--- src/rtl/fetch_stage.sv ---
// rtl/fetch_stage.sv - instruction fetch stage with IF/ID pipeline register
//
// Ports:
//   CLK, RST              clock, synchronous active-high reset
//   ihit, imemload        instruction memory response (valid strobe, word)
//   stall                 decode-stage hazard hold request
//   redirect, redirect_pc taken branch/jump target from downstream
//   halt                  HALT decoded downstream
//   iREN, imemaddr        instruction read request and address (imemaddr == pc)
//   ifid_instr, ifid_npc  IF/ID latched instruction and its PC+4
//   ifid_valid            IF/ID holds a real instruction (0 = bubble)
//   fetch_count           saturating count of instructions accepted into IF/ID
//   halted                fetch stage is stopped until reset
module fetch_stage #(
    parameter logic [31:0] PC_INIT = 32'h0000_0000
) (
    input  logic        CLK,
    input  logic        RST,
    input  logic        ihit,
    input  logic [31:0] imemload,
    input  logic        stall,
    input  logic        redirect,
    input  logic [31:0] redirect_pc,
    input  logic        halt,
    output logic        iREN,
    output logic [31:0] imemaddr,
    output logic [31:0] ifid_instr,
    output logic [31:0] ifid_npc,
    output logic        ifid_valid,
    output logic [31:0] fetch_count,
    output logic        halted
);

    typedef enum logic {
        FETCH  = 1'b0,
        HALTED = 1'b1
    } state_t;

    state_t      state;
    state_t      state_next;
    logic [31:0] pc;
    logic [31:0] pc_plus4;

    // Word-aligned throughout; wraps naturally modulo 2^32.
    assign pc_plus4 = pc + 32'd4;
    assign imemaddr = {pc[31:2], 2'b00};

    always_ff @(posedge CLK) begin
        if (RST) begin
            state <= FETCH;
        end else begin
            state <= state_next;
        end
    end

    always_comb begin
        state_next = state;
        iREN       = 1'b0;
        halted     = 1'b0;
        case (state)
            FETCH: begin
                iREN = 1'b1;
                if (halt) begin
                    state_next = HALTED;
                end
            end
            HALTED: begin
                halted = 1'b1;
            end
            default: begin
                state_next = FETCH;
            end
        endcase
    end

    // Datapath. Priority below reset: halt > redirect > stall > ihit.
    // In HALTED nothing is written, so every register holds.
    always_ff @(posedge CLK) begin
        if (RST) begin
            pc          <= {PC_INIT[31:2], 2'b00};
            ifid_instr  <= 32'd0;
            ifid_npc    <= 32'd0;
            ifid_valid  <= 1'b0;
            fetch_count <= 32'd0;
        end else if (state == FETCH) begin
            if (halt) begin
                ifid_instr <= 32'd0;
                ifid_npc   <= 32'd0;
                ifid_valid <= 1'b0;
            end else if (redirect) begin
                pc         <= {redirect_pc[31:2], 2'b00};
                ifid_instr <= 32'd0;
                ifid_npc   <= 32'd0;
                ifid_valid <= 1'b0;
            end else if (stall) begin
                // Hold everything; the same address is re-requested.
            end else if (ihit) begin
                ifid_instr <= imemload;
                ifid_npc   <= pc_plus4;
                ifid_valid <= 1'b1;
                pc         <= pc_plus4;
                if (fetch_count != 32'hFFFF_FFFF) begin
                    fetch_count <= fetch_count + 32'd1;
                end
            end else begin
                // Bubble: an all-zero word decodes as SLL no-op.
                ifid_instr <= 32'd0;
                ifid_valid <= 1'b0;
            end
        end
    end

endmodule

--- config.mk ---
export PLATFORM = sky130hd
export DESIGN_NAME = fetch_stage
export DESIGN_NICKNAME = d
export VERILOG_FILES = /design/src/rtl/fetch_stage.sv
export SDC_FILE = /design/constraint.sdc
export NUM_CORES = 1
export LEC_CHECK = 0
export BUFFER_PORTS_ARGS = -buffer_cell sky130_fd_sc_hd__buf_2
export CORE_MARGIN = 2
export CORE_UTILIZATION = 44
export CTS_CLUSTER_DIAMETER = 30
export CTS_CLUSTER_SIZE = 10
export DETAILED_ROUTE_END_ITERATION = 10
export GPL_ROUTABILITY_DRIVEN = 0
export PLACE_DENSITY = 0.81
export SYNTH_ARGS = -nofsm -noshare
export SYNTH_HDL_FRONTEND = slang
export SYNTH_SLANG_ARGS = --single-unit
--- constraint.sdc ---
create_clock -name CLK -period 2.9 [get_ports CLK]
set_clock_uncertainty 0.05 [all_clocks]
set_input_delay 0.145 -clock CLK [delete_from_list [all_inputs] [get_ports CLK]]
set_output_delay 0.145 -clock CLK [all_outputs]
set_load 0.05 [all_outputs]
==> flow_summary_export.csv <==
group,metric,value,unit
power,power.total,4.40,mW
final_layout,syn_to_final_growth,38.3,%
power,ir_drop,0.000330,V
detailed_routing,wirelength,17600,µm
job,maxCapViolations,0,
logic_synthesis,ys_warn_count,0,
detailed_routing,drt-met1-wl,7630,µm
logic_synthesis,ys_ff_latch,127,
detailed_routing,via_count,6068,
logic_synthesis,synth_simple_gate_area_frac,0.228,
critical_path,r2r_cells,6,
logic_synthesis,yosysMostFrequentCell,"dfxtp_1",
power,p_leak,3.27,nW
timing,setup_viol_count_final,0,
detailed_routing,wl_per_cell,16.2,µm
logic_synthesis,synth_top_family_by_area,"simple AND/OR/NAND/NOR gates",
floorplan,num_rows,41,
clock_network,cts_tree,"done",
worst_hold_path,hold_depth,3,
timing,period_needed,2410,ps
timing,slew_headroom,0.237,
final_layout,instances_no_fill,1085,
critical_path,cpMaxStageDelayCell,"or3_1",
logic_synthesis,synth_top_area_share,0.449,
logic_synthesis,post_synth_num_cell_types,56,
clock_network,cts_root_buffer,"clkbuf_16",
critical_path,crit_arrival,2640,ps
global_route,grt_use_total,0.250,
outcome,status,"complete, no violations",
critical_path,crit_chain,"ha_1, nand3_2, or3_1, o31a_1, o21ai_0, o21ai_0",
detailed_routing,dr.first_iter.drc_count,432,
final_layout,post-route-util,0.621,
power,pwr_density_cell,561,nW/µm²
floorplan,core_area,12600,µm²
placement,dp.cells,1005,
placement,dpl_cell_area,6750,µm²
logic_synthesis,synthArstFlopShare,0,
worst_hold_path,hold_class,"primary input to register",
logic_synthesis,ys_top_cells_by_count,"dfxtp_1 (127), nor2_1 (67), a22oi_1 (60), nand2_1 (60), o21ai_0 (57)",
final_layout,nNetsFinal,974,
clock_network,cts_max_level,4,
timing,finalHoldViolCount,0,
global_route,overflow,0,
clock_network,clock_latency,420,ps
logic_synthesis,synth_area_leaders,"dfxtp_1 (45%), a22oi_1 (7.9%), o21ai_0 (5.0%)",
floorplan,die_height,117,µm
clock_network,numCtsBuffers,17,
timing,fin_crit_sh,0.832,
detailed_routing,routed.top_layer,"met4",
floorplan,dieArea,13800,µm²
critical_path,cp_data_required_time,3130,ps
critical_path,crit_type,"register to register",
logic_synthesis,synth-compound-area-share,0.227,
critical_path,worstPathMaxFanout,10,
placement,portBuffers,196,
timing,max_freq,415,MHz
timing,worst_pin_slew,1140,ps
global_route,grt_max_degree,45,
critical_path,crit_path_end_kind,"register",
logic_synthesis,avgSynthCellArea,8.41,µm²
clock_network,clk_path_buf_depth,2,
global_route,grt_pass1_wl,28200,µm
global_route,grt_pass1_vias,5717,
floorplan,ios,201,
detailed_routing,vias_per_cell,5.59,
critical_path,critPathMaxStageDelay,580,ps
logic_synthesis,synthAdderAreaFrac,0.00442,
logic_synthesis,synth_xor_xnor_area_share,0.0386,
detailed_routing,wl_met2,8340,µm
timing,rsz0062_at_grt,"false",
final_layout,diodes,0,
detailed_routing,final_antenna_net_count,0,
placement,dp_hpwl,11200,µm
floorplan,die_x,117,µm
clock_network,clock_sinks,127,
timing,fin_setup_tns,0,ps
clock_network,clk_pin_slew,60,ps
logic_synthesis,synth_edf_count,0,
detailed_routing,met3_length,1010,µm
logic_synthesis,syn-cell-area,5670,µm²
final_layout,fin_area,7840,µm²
logic_synthesis,synth-seq-area-share,0.449,
final_layout,drive_above_1_share,0.273,
logic_synthesis,synth_cells,674,
timing,drv_slew,0,
critical_path,crit_top_cell,"o21ai_0",
floorplan,start_util,0.449,
logic_synthesis,yosysTopAreaCell,"dfxtp_1",
detailed_routing,drcViolationCount,0,
critical_path,start_kind,"register",
logic_synthesis,synth_ff_type,"dfxtp_1",
global_route,antenna_found_initial,0,
detailed_routing,dr.pass1.iters,7,
logic_synthesis,synth.mux.area_fraction,0.00552,
## cell type report
cell class | count | area, µm²
multi-input combinational | 487 | 2870
clock inverter | 7 | 110
clock buffer | 23 | 478
sequential | 127 | 2540
timing repair buffer | 259 | 1580
fill | 1107 | 4780
inverter | 10 | 37.5
tap | 172 | 215
## through the flow
step           worst slack [ps]  hold WS, ps
5_1_grt                     266         17.6
4_1_cts                     509         2.36
6_report                    488         15.0
3_5_place_dp                534          350
2_1_floorplan               402          258
3_3_place_gp                588          340
## power by group
group	total [mW]	leakage (nW)	internal (mW)	switching [mW]
clock	2.13	0.293	1.40	0.732
sequential	1.82	1.03	1.78	0.0416
combinational	0.444	1.95	0.159	0.285
## metal layers
layer	global-route usage	vias to the layer above
li1	-	2927
met1	0.311	2866
met2	0.405	226
met3	0.0620	49
met4	0.127	0
met5	0	-
## cells by family after synthesis
group / after synthesis
buffers and inverters: 61
other: 1
AND/OR/NAND/NOR: 251
AO/OA/AOI/OAI: 204
adder cells (fa/ha/maj): 2
flip-flops: 127
multiplexers: 3
XOR/XNOR: 25
## path summary, 6_finish.rpt
check | to | start | slack, ps
setup reg to reg | pc[22] | pc[2] | 490
setup / recovery | pc[22] | pc[2] | 490
hold / removal | pc[22] | redirect_pc[22] | 10
hold reg to reg | ifid_npc[25] | ifid_npc[25] | 390
## sequential cells by signal, indices dropped and copies added, names as in the netlist
| signal | count |
|---|---|
| pc | 30 |
| state | 1 |
| ifid_instr | 32 |
| ifid_npc | 31 |
| ifid_valid | 1 |
| fetch_count | 32 |
## layout by cell type (no fill, tap or decap), drive strengths merged, types with 13 or more instances in the layout
cell type | Yosys | final
dlygate4sd3 | 0 | 50
a21oi | 43 | 43
nor4 | 14 | 14
or3 | 22 | 22
clkbuf | 37 | 23
a22oi | 60 | 60
buf | 14 | 209
nor2 | 68 | 68
xnor2 | 13 | 13
nand4 | 23 | 23
nand2 | 60 | 60
nand3 | 21 | 21
o21ai | 58 | 58
dfxtp | 127 | 127
## critical path, delay by kind of cell, from the launching register on
kind	cells	cell delay, ps
adders and majority gates	1	290
DFF	1	440
and+or+nand+nor	2	820
AOI/OAI and AO/OA	3	670
## what timing repair did
action                                 CTS  global route
endpoints found under the hold margin   50             0
resized for setup                        0             0
hold buffers                            50             0
buffers inserted                         0             0
Power figures use the tool's default switching activity.
